<file path="src/rtl/branch_resolve.sv">
// Branch resolution: evaluates RV32I branch outcome, issues a one-cycle mispredict
// redirect and holds a single-entry predictor update. Optional perf counters: BRU_PERF_CNT_EN.
module branch_resolve (
  input  logic        clk,
  input  logic        reset,
  input  logic        in_valid,
  output logic        in_ready,
  input  logic [2:0]  funct3,
  input  logic [31:0] alu_f,
  input  logic        alu_zero,
  input  logic        pred_taken,
  input  logic [31:0] pc,
  input  logic [31:0] imm,
  input  logic        flush,
  output logic        redirect_valid,
  output logic [31:0] redirect_pc,
  output logic        upd_valid,
  input  logic        upd_ready,
  output logic [31:0] upd_pc,
  output logic        upd_taken
`ifdef BRU_PERF_CNT_EN
  ,
  output logic [31:0] branch_cnt,
  output logic [31:0] mispred_cnt
`endif
);

  typedef enum logic [2:0] {
    F3_BEQ  = 3'b000,
    F3_BNE  = 3'b001,
    F3_BLT  = 3'b100,
    F3_BGE  = 3'b101,
    F3_BLTU = 3'b110,
    F3_BGEU = 3'b111
  } br_funct3_e;

  typedef enum logic {
    EMPTY = 1'b0,
    FULL  = 1'b1
  } buf_state_e;

  buf_state_e  state_q, state_d;
  logic        fire;
  logic        legal;
  logic        taken;
  logic        mispredict;
  logic        load;
  logic [31:0] target;

  // Only bit 0 of the compare result carries the SLT/USLT answer; equality
  // comes in through alu_zero, so the upper bits are intentionally ignored.
  logic        unused_alu_bits;
  assign unused_alu_bits = ^alu_f[31:1];

  // Outcome decode
  always_comb begin
    // NOTE: default every comb output first so no path leaves it unassigned (no latch).
    legal = 1'b1;
    taken = 1'b0;
    case (br_funct3_e'(funct3))
      F3_BEQ:  taken = alu_zero;
      F3_BNE:  taken = ~alu_zero;
      F3_BLT:  taken = alu_f[0];
      F3_BGE:  taken = ~alu_f[0];
      F3_BLTU: taken = alu_f[0];
      F3_BGEU: taken = ~alu_f[0];
      default: legal = 1'b0;
    endcase
  end

  assign in_ready   = ~upd_valid | upd_ready;
  assign fire       = in_valid & in_ready & ~flush;
  assign load       = fire & legal;
  assign mispredict = taken ^ pred_taken;
  assign target     = taken ? (pc + imm) : (pc + 32'd4);

  // Update buffer FSM: state register
  always_ff @(posedge clk) begin
    // NOTE: sequential state uses non-blocking assignments so every register
    // samples pre-edge values regardless of statement order.
    if (reset) state_q <= EMPTY;
    else       state_q <= state_d;
  end

  // Update buffer FSM: next state
  always_comb begin
    state_d = state_q;
    case (state_q)
      EMPTY: if (load) state_d = FULL;
      FULL: begin
        if (load)           state_d = FULL;
        else if (upd_ready) state_d = EMPTY;
      end
      default: state_d = EMPTY;
    endcase
  end

  // Update buffer FSM: outputs
  always_comb begin
    upd_valid = (state_q == FULL);
  end

  // Payload only moves on a legal fire, which keeps it stable during a stall.
  always_ff @(posedge clk) begin
    if (reset) begin
      upd_pc    <= 32'd0;
      upd_taken <= 1'b0;
    end else if (load) begin
      upd_pc    <= pc;
      upd_taken <= taken;
    end
  end

  always_ff @(posedge clk) begin
    if (reset) begin
      redirect_valid <= 1'b0;
      redirect_pc    <= 32'd0;
    end else begin
      redirect_valid <= load & mispredict;
      if (load && mispredict) redirect_pc <= target;
    end
  end

`ifdef BRU_PERF_CNT_EN
  always_ff @(posedge clk) begin
    if (reset) begin
      branch_cnt  <= 32'd0;
      mispred_cnt <= 32'd0;
    end else if (load) begin
      branch_cnt <= branch_cnt + 32'd1;
      if (mispredict) mispred_cnt <= mispred_cnt + 32'd1;
    end
  end
`endif

endmodule
</file>
<file path="config.mk">
export PLATFORM = sky130hd
export DESIGN_NAME = branch_resolve
export DESIGN_NICKNAME = d
export VERILOG_FILES = /design/src/rtl/branch_resolve.sv
export SDC_FILE = /design/constraint.sdc
export NUM_CORES = 1
export LEC_CHECK = 0
export ABC_AREA = 1
export CORE_MARGIN = 2
export CORE_UTILIZATION = 40
export DETAILED_ROUTE_END_ITERATION = 8
export PLACE_DENSITY = 0.7
export SKIP_LAST_GASP = 1
export SYNTH_ARGS = -nofsm -noshare
export SYNTH_HDL_FRONTEND = slang
export SYNTH_SLANG_ARGS = --single-unit
export TNS_END_PERCENT = 5
</file>
<file path="constraint.sdc">
create_clock -name clk -period 2.1 [get_ports clk]
set_clock_uncertainty 0.05 [all_clocks]
set_input_delay 0.42 -clock clk [delete_from_list [all_inputs] [get_ports clk]]
set_output_delay 0.42 -clock clk [all_outputs]
set_load 0.005 [all_outputs]
</file>
==> impl_metrics.tcl, run 1 <==
set metrics [dict create \
    slew_violations 0 \
    vias 7341 \
    cts_buffers 9 \
    dr.first_iter.drc_count 654 \
    synth_most_common_cell "nand2_1" \
    antenna_left 0 \
    power_mw 4.79 \
    crit_family "compound AO/OA/AOI/OAI gates" \
    cp_slowest_cell "clkdlybuf4s50_1" \
    max-vdd-ir-drop_mv 0.390 \
    clkLatencyLatePin_ns 0.33 \
    synth-seq-area-share_pct 23.2 \
    synth_cells 1015 \
    num_rows 43 \
    p_leak_nw 4.70 \
    grt_pass1_wl_um 33600 \
    fin_area_um2 9250 \
    path_common_cell "nand2_1" \
    synth_fp_nets 1154 \
    wl_per_cell_um 14.8 \
    via_per_inst 5.00 \
    period_minus_slack_ns 2.09 \
    synth.top_cells.by_count "nand2_1 (353), inv_1 (144), a21oi_1 (115)" \
    rsz0062_at_grt "yes" \
    ys_ff_latch 67 \
    path_class "primary input to flip-flop" \
    ys.flop_type "dfxtp_1" \
    ioPinCount 174 \
    cp.arrival_ns 2.31 \
    synthesis.area_um2 5780 \
    ff_latch_area_um2 1340 \
    synth_top_cell_by_area "dfxtp_1" \
    power.density_nw_per_um2 518 \
    cts_tree "built" \
    worstMarginPinSlew_ns 0.371 \
    synth_top_area_share_pct 23.2 \
    status "complete, no violations" \
    grt-ovfl-total 0 \
    min_path_type "flip-flop to flip-flop" \
    cts_hold_buf 0 \
    rr_worst_depth 9 \
    hold_viol 0 \
    crit_chain "clkdlybuf4s50_1 > ha_1 > a21oi_2 > nor2_1 > nor2_1 > nand2_1 > a21oi_1 > nand2_1 > nand2_1 > nand3_1 > a21oi_1" \
    cts.sinks 67 \
    timing.rr.start "upd_valid" \
    crit_buf_inv 1 \
    die-area_um2 15400 \
    synth_edf_count 0 \
    cap_violations 0 \
    die_w_um 124 \
    slew_headroom_pct 75.3 \
    cts_buffer_depth 2 \
    max_freq_ghz 0.479 \
    end_kind "flip-flop" \
    nFillCells 1289 \
    port_buffers 142 \
    hpwl_um 17500 \
    grt_max_degree 37 \
    async_flop_share_pct 0 \
    diodes 0 \
    finalCritPeriodShare_pct 99.3 \
    multi_input_area_um2 4170 \
    drive_gt1_share_pct 20.7 \
    antenna_found_initial 0 \
    max_stage_delay_ns 0.48 \
    reg2reg_slack_ns 0.54 \
    syn_area_per_cell_um2 5.70 \
    fin_nets 1421 \
    whs_path_depth 2 \
    crit_required_ns 2.32 \
    synthToLayoutAreaGrowth_pct 60.0 \
    ys_warn_count 0 \
    grt_usage_pct 27.0 \
    firstDrtPassIters 5 \
    r2r-end "upd_pc[26]" \
    holdWs_ns 0.415 \
    start_util_pct 41.4 \
    gp_congestion 0.950 \
    clkTransAtPathRegs_ns 0.06 \
    start_kind "primary input" \
    drt_wl_total_um 21700 \
    die_h_um 124 \
    ys_types 38 \
    holdPathEnd "upd_pc[15]" \
    worstHoldStart "upd_pc[15]" \
    root_buffer "clkbuf_16" \
    placed_cell_area_um2 8400 \
    setup_viol_count_final 0 \
    core_um2 14000 \
    cts_max_level 3 \
    first_global_vias 6523 \
    critPathMaxFanout 3 \
    drcViolationCount 0 \
    yosys-top-cells-area "dfxtp_1 (23%), nand2_1 (23%), a21oi_1 (10%)" \
]
## per-layer routing
metal  part of all wire [%]  up-vias  wire length [um]  track usage [%]
met5                      0        -                 0                0
met4                    2.4        0               525             8.06
met3                    7.3       34              1580             2.66
met2                     45      272              9760             42.6
met1                     45     3296              9870             38.9
li1                       -     3739                 -                -
## power breakdown
group / leakage (nW) / internal (mW) / switching (mW)
sequential: 0.547 / 1.34 / 0.0446
clock: 0.165 / 1.10 / 0.570
combinational: 3.99 / 0.826 / 0.909
## layout by cell type (no fill, tap or decap), types with 9 or more instances in the layout
cell             count
inv_2                9
clkdlybuf4s50_1    112
nand3_2             11
inv_1              144
dfxtp_1             67
xor2_1              11
clkbuf_16            9
nand2_2             16
ha_1                12
ha_4                18
buf_4              135
nor2_2              20
nor2_1              72
nand2_1            338
a21oi_1            102
o21ai_0             19
dlymetal6s2s_1      27
o21ai_1             37
a21oi_2             13
nand3_1             46
## tightest hold or removal path: cells and delay by family (launching register included)
family           cells  cell delay, ns
AO/OA/AOI/OAI        1            0.05
flip-flops           1            0.30
AND/OR/NAND/NOR      1            0.06
## per-stage QoR
stage	utilization (%)	instances	TNS (ns)	setup slack, ns
floorplan	-	1015	0	0.184
global placement	60.0	1450	-10.63	-0.495
detailed placement	60.0	1450	-11.53	-0.531
CTS	62.8	1466	-0.444	-0.0418
global route	66.2	1467	-0.476	-0.0532
finish	66.2	1467	0	0.0145
## flip-flops by register name (all words and copies together), names as in the netlist
register	count
redirect_pc	32
redirect_valid	1
upd_taken	1
upd_valid	1
upd_pc	32
## final cells by class
class                   count  share of cell area (%)
clock inverters             5                   0.811
flip-flops and latches     67                    14.5
clock buffers              11                    2.73
well taps                 180                    2.43
multi-input cells         767                    45.1
inverters                 155                    6.34
repair buffers            282                    28.1
## logic make-up (layout without fill, tap and decap cells)
family / Yosys count / in the layout / synth area share, %
AND/OR/NAND/NOR: 540 / 540 / 38.9
buffers and inverters: 181 / 453 / 12.6
AO/OA/AOI/OAI: 178 / 178 / 15.7
flip-flops: 67 / 67 / 23.2
adder cells (fa/ha/maj): 33 / 33 / 7.27
XOR/XNOR: 16 / 16 / 2.42
## repair_timing
action / in CTS / in global routing
buffers inserted: 0 / 1
pin swaps: 2 / 15
gates resized for setup: 15 / 103
endpoints found under the setup margin: 23 / 28
## worst max-delay path by stage
stage	startpoint	to	slack, ns	depth (start not counted)
final	pc[26]	redirect_pc[29]	0.01	11
after global routing	imm[5]	redirect_pc[6]	-0.05	12
after CTS	pc[13]	redirect_pc[28]	-0.04	12
after detailed placement	pc[0]	redirect_pc[28]	-0.53	12
after global placement	pc[11]	redirect_pc[13]	-0.49	12
after floorplan	pc[0]	redirect_pc[20]	0.18	11
Note: power is estimated with default switching activity, not from simulation.
==> inputs of run 2 (changes only) <==
Settings changed: ABC_AREA 1 to 0, PLACE_DENSITY 0.7 to 0.72.
==> run 2 against run 1 <==
The run now ends with negative setup slack left. Clock-buffer cell count decreased by 1. Via count down 13%. Combinational power about the same. Final cell count down 23%. Cell area decreased by 8.3%. Flip-flop and latch count unchanged. Clock power down 7%. Sequential power about the same. Largest cell class unchanged.
==> impl_metrics.tcl, run 2 <==
set metrics [dict create \
    period_minus_slack_ns 2.42 \
    critPathMaxFanout 6 \
    hold_viol 0 \
    root_buffer "clkbuf_16" \
    cts.sinks 67 \
    finalCritPeriodShare_pct 115 \
    ys_ff_latch 67 \
    synth.top_cells.by_count "nand2_1 (124), a21oi_1 (76), dfxtp_1 (67)" \
    slew_violations 0 \
    synthesis.area_um2 4970 \
    swShare_pct 32.1 \
    min_path_type "primary input to flip-flop" \
    multi_input_area_um2 3850 \
    die_w_um 115 \
    cp.arrival_ns 2.60 \
    end_kind "flip-flop" \
    num_rows 40 \
    yosys-top-cells-area "dfxtp_1 (27%), nand2_1 (9.4%), ha_1 (8.1%)" \
    drcViolationCount 0 \
    start_util_pct 41.2 \
    p_int_mw 3.20 \
    timing.rr.start "upd_valid" \
    antenna_found_initial 0 \
    share_seq_of_total_power_pct 29.3 \
    worstMarginPinSlew_ns 0.452 \
    gp_congestion 1.00 \
    firstDrtPassIters 5 \
    grt_usage_pct 31.1 \
    synth_top_area_share_pct 27.0 \
    diodes 0 \
    cts_buffers 9 \
    grt-ovfl-total 0 \
    worstHoldStart "pc[0]" \
    ioPinCount 174 \
    largestRegisters "redirect_pc x32, upd_pc x32" \
    power.density_nw_per_um2 555 \
    die-area_um2 13300 \
    switchingPower_mw 1.51 \
    synth_edf_count 0 \
    start_kind "primary input" \
    rsz0062_at_grt "yes" \
    path_common_cell "buf_4" \
    pwr-share-comb_pct 37.6 \
    cts_max_level 3 \
    clkTransAtPathRegs_ns 0.06 \
    crit_buf_inv 5 \
    dr.first_iter.drc_count 475 \
    max_freq_ghz 0.412 \
    whs_path_depth 4 \
    max-vdd-ir-drop_mv 0.449 \
    final_common_cell "buf_4" \
    via_per_inst 5.59 \
    max_stage_delay_ns 0.34 \
    setup_viol_count_final 25 \
    synth_fp_nets 810 \
    highest_layer "met4" \
    port_buffers 142 \
    ff_latch_area_um2 1340 \
    synth-seq-area-share_pct 27.0 \
    dp_slack_ns -1.11 \
    synth_cells 671 \
    core_um2 12100 \
    hpwl_um 15900 \
    vias 6352 \
    cap_violations 0 \
    cts_tree "built" \
    clkLatencyLatePin_ns 0.34 \
    ys_types 62 \
    syn_area_per_cell_um2 7.41 \
    rr_worst_depth 7 \
    drive_gt1_share_pct 27.3 \
    wl_met3_um 1350 \
    wl_met1_um 8480 \
    die_h_um 115 \
    power_mw 4.71 \
    synthToLayoutAreaGrowth_pct 70.7 \
    p_leak_nw 3.45 \
    synth_top_cell_by_area "dfxtp_1" \
    crit_required_ns 2.27 \
    slew_headroom_pct 69.8 \
    crit_start "pc[5]" \
    async_flop_share_pct 0 \
    crit_chain "clkdlybuf4s15_1 > buf_4 > nand4_1 > or2_4 > buf_4 > nor4_4 > buf_4 > buf_4 > nand3_1 > xnor2_1 > a21oi_1 > o2bb2ai_1" \
    first_global_vias 6334 \
    ys_warn_count 0 \
    clkPwrFrac_pct 33.1 \
    drt_wl_total_um 20800 \
    ys.flop_type "dfxtp_1" \
    fin_nets 1102 \
    violations "negative setup slack" \
    setup_slack_ns -0.325 \
    nFillCells 956 \
    cts_buffer_depth 2 \
    path_class "primary input to flip-flop" \
    antenna_left 0 \
    layout_common_cells "buf_4 (176), nand2_1 (123), clkdlybuf4s50_1 (103), a21oi_1 (72), dfxtp_1 (67)" \
    cp.depth 12 \
    status "complete, but fails checks" \
    synth_most_common_cell "nand2_1" \
    grt_max_degree 38 \
    wl_per_cell_um 18.3 \
    grt_pass1_wl_um 32200 \
    wl_met2_um 10100 \
    crit_family "buffers and inverters" \
    cp_slowest_cell "or2_4" \
]
## run 2: cell count changes in the layout (fill, tap and decap cells not counted), sizes merged, moves of 15 or more
| cell | delta |
|---|---|
| nand2 | -233 |
| inv | -151 |
| buf | +44 |
| nand3 | -39 |
| nor2 | -39 |
| a21oi | -37 |
| xnor2 | +29 |
| dlymetal6s2s | -23 |
| dlygate4sd2 | +22 |
| a211oi | +17 |
| o21ai | -15 |
## run 2: final timing paths
check                     to  slack [ns]
min reg2reg       upd_pc[28]        0.41
max reg2reg  redirect_pc[26]        0.36
max          redirect_pc[26]       -0.32
min                upd_pc[0]        0.40
## run 2: layout make-up
class	instances	share of cell area (%)
timing repair buffer	321	32.6
multi-input combinational	560	45.4
sequential	67	15.8
inverter	4	0.177
clock buffer	10	2.82
tap	168	2.48
clock inverter	6	0.766
## run 2: cell families after synthesis
group                    Yosys count  share of synthesized area, %
AO/OA/AOI/OAI                    206                          26.1
multiplexers                       4                         0.805
XOR/XNOR                          51                          9.13
buffers and inverters             44                          3.62
AND/OR/NAND/NOR                  266                          24.9
adder cells (fa/ha/maj)           33                          8.45
flip-flops                        67                          27.0
## run 2: worst reg2reg max path: stages, from the launching register on
cell and delay, ns:
dfxtp_1 0.32, nand2b_1 0.10, and4b_1 0.26, and2_1 0.25, buf_12 0.21, o21ai_0 0.15, nor3_1 0.21, o2bb2ai_1 0.12
## run 2: routing by layer
| metal | global-route usage, % | up-vias |
|---|---|---|
| met4 | 12.3 | 0 |
| met1 | 37.3 | 3002 |
| met3 | 6.43 | 66 |
| li1 | - | 2996 |
| met5 | 0 | - |
| met2 | 54.2 | 288 |
## run 2: through the flow
stage                     TNS [ns]  hold WS, ns  utilization [%]  instances  area [um^2]
after floorplan              -4.92        0.398                -        671         4990
after global placement      -23.69        0.393             64.0       1105         7720
after detailed placement    -24.88        0.401             64.0       1105         7720
after CTS                    -5.11        0.394             69.3       1129         8350
after global routing         -8.44        0.410             70.4       1136         8490
final                        -5.60        0.397             70.4       1136         8490
## run 2: power groups by stage
stage | sequential, mW | clock, mW | combinational, mW
finish | 1.38 | 1.56 | 1.77
global route | 1.39 | 1.62 | 1.90
CTS | 1.38 | 1.58 | 1.70
detailed placement | 1.40 | 0 | 1.60
global placement | 1.40 | 0 | 1.58
floorplan | 1.40 | 0 | 0.727
## run 2: what timing repair did
action                     in CTS  in global routing
setup endpoints to repair      26                 32
hold buffers                    0                  0
resized for setup              95                 20
buffers inserted                8                  7
pin swaps                      36                 21
==> inputs of run 3 (changes only) <==
Settings changed: HOLD_SLACK_MARGIN from default to 0.12.
==> results of run 3 <==
No change in the layout: final DEF, timing and power equal those of run 2.
==> edit: new RTL, config.mk and constraints of run 3 <==
Put one more register stage on the output `redirect_pc`, with the module's reset. The value now appears one clock later. The other outputs are not delayed to match.
--- a/src/rtl/branch_resolve.sv
+++ b/src/rtl/branch_resolve.sv
@@ -39,4 +39,6 @@
     FULL  = 1'b1
   } buf_state_e;
+
+  logic [31:0] redirect_pc_s0;
 
   buf_state_e  state_q, state_d;
@@ -115,8 +117,8 @@
     if (reset) begin
       redirect_valid <= 1'b0;
-      redirect_pc    <= 32'd0;
+      redirect_pc_s0 <= 32'd0;
     end else begin
       redirect_valid <= load & mispredict;
-      if (load && mispredict) redirect_pc <= target;
+      if (load && mispredict) redirect_pc_s0 <= target;
     end
   end
@@ -134,3 +136,11 @@
 `endif
 
+  always_ff @(posedge clk) begin
+    if (reset) begin
+      redirect_pc <= '0;
+    end else begin
+      redirect_pc <= redirect_pc_s0;
+    end
+  end
+
 endmodule
Formal check against the unedited RTL: not equivalent (a bounded check fails within 4 cycles, from zero or initial values and one cycle with reset high).
==> edit against run 3 <==
The run still ends with setup timing left. Count of clock-buffer cells in the layout is 1 higher. Worst hold slack better by 0.0045 ns. Total power up 12%. Setup slack lost 0.042 ns. Sequential power grew 45%. Cell area rose by 7.4%. Routed wire length down 12%. Area after synthesis is 12% higher. Synthesized cell count grew 4.0%. Core utilization down 4.2 points. First-iteration DRC count fell by 1.7%. Sequential cell count rose by 32.
==> edit: results (changes against run 3) <==
Finish
  – Clk tree area frac: 0.03060 (-0.005216)
  – Multi-input gates: 555 (-0.89%)
  – Bufs w/o clock: 318 (-0.93%)
  – Area growth from synthesis to layout: 63.30%
  – CLK BUF: 11 (+1)
  – Sequential cell area share: 0.2173 (+0.05935)
  – Biggest regs: redirect_pc: 32 flops, redirect_pc_s0: 32 flops, upd_pc: 32 flops
  – Multi-input combinational area share: 0.4274 (-0.02668)
  – Logic inverters: 7 (+3)

Setup path
  – Worst setup endpoint: redirect_pc_s0[30]
  – Crit path max-delay family: compound AO/OA/AOI/OAI gates
  – Crit path launch: pc[23]
  – FF-to-FF setup slack: 0.38 ns (+0.02 ns)
  – Critical path peak fanout: 2 (-4)
  – Crit path DAT: 2.66 ns (+0.06 ns)
  – Worst R2R End: redirect_pc_s0[18]
  – Worst path slowest cell: clkdlybuf4s50_1
  – R2R cell count: 8 (+1)

Placed design
  – Cells after DPL: 1143 (+3.4%)
  – Dpl hpwl: 13.76 mm (-14%)
  – Worst slack, placed: -1.100 ns (+0.01470 ns)

Timing
  – Setup TNS: -5.013 ns (+0.5894 ns)
  – PnR worst setup slack: -0.3666 ns (-0.04179 ns)
  – Final setup vio count: 30 (+20%)
  – Max-slew headroom: 0.7066 (+0.008100)
  – Final hold slack: 0.4015 ns (+0.004489 ns)

Pwr
  – Clk. pwr: 1.62 mW (+4%)
  – Power Dens Cells: 577.5 nW/um^2 (+4.0%)
  – Static Leak: 3.711 nW (+7.6%)
  – Maximum vdd drop: 0.3746 mV (-17%)
  – Overall Power: 5.266 mW (+12%)
  – Cell-internal power: 3.692 mW (+15%)

Routing
  – Routed WL: 18.22 mm (-12%)
  – DR WL/cell: 15.51 um (-15%)
  – Starting DRC count in detailed routing: 467 (-1.7%)

GRT
  – Total track usage: 0.2415 (-0.06916)
  – Vias in the first global route: 5509 (-13%)

Logic synthesis
  – Synth Area in Adders: 0.07529 (-0.009264)
  – Post-synthesis cell type count: 59 (-4.8%)
  – Commonest cells post-synth: 111 x nand2_1, 99 x dfxtp_1, 74 x a21oi_1
  – Syn Nets: 837 (+3.3%)
  – Register area share after synthesis: 0.3549 (+0.08516)

Run status
  – Violations in the final reports: setup timing
  – Status: finished, violations left

Worst hold path
  – Class of the worst hold path: flip-flop to flip-flop

Clocking
  – Total setup buffers inserted after CTS: 12 (+4)
  – PostCTS Resize Cnt: 123 (+29%)
  – Skew-Pair Late Insertion Delay: 0.36 ns (+0.02 ns)
-- edit: changes by cell type after synthesis, moves of 4 or more --
cell,before,now
dfxtp_1,67,99
xor2_1,18,22
nand3_1,18,22
clkbuf_1,33,28
a31oi_1,10,6
nor2b_1,2,36
nand2_1,124,111
nor2_1,56,50
a21o_1,12,16
nor3_1,20,25
o21ai_0,39,22
xnor2_1,32,25
-- edit: worst min path at each step --
stage,startpoint,end,cells after the start
floorplan,redirect_pc_s0[2],redirect_pc_s0[2],2
global route,pc[9],upd_pc[9],4
finish,redirect_pc_s0[16],redirect_pc_s0[16],2
detailed placement,redirect_pc_s0[16],redirect_pc_s0[16],2
global placement,redirect_pc_s0[2],redirect_pc_s0[2],2
CTS,pc[0],upd_pc[0],4
-- edit: per-layer routing --
layer / global-route usage / part of all wire
met2: 0.3572 / 0.43
met4: 0.07902 / 0.017
met3: 0.02856 / 0.043
met5: 0 / 0
met1: 0.3621 / 0.51
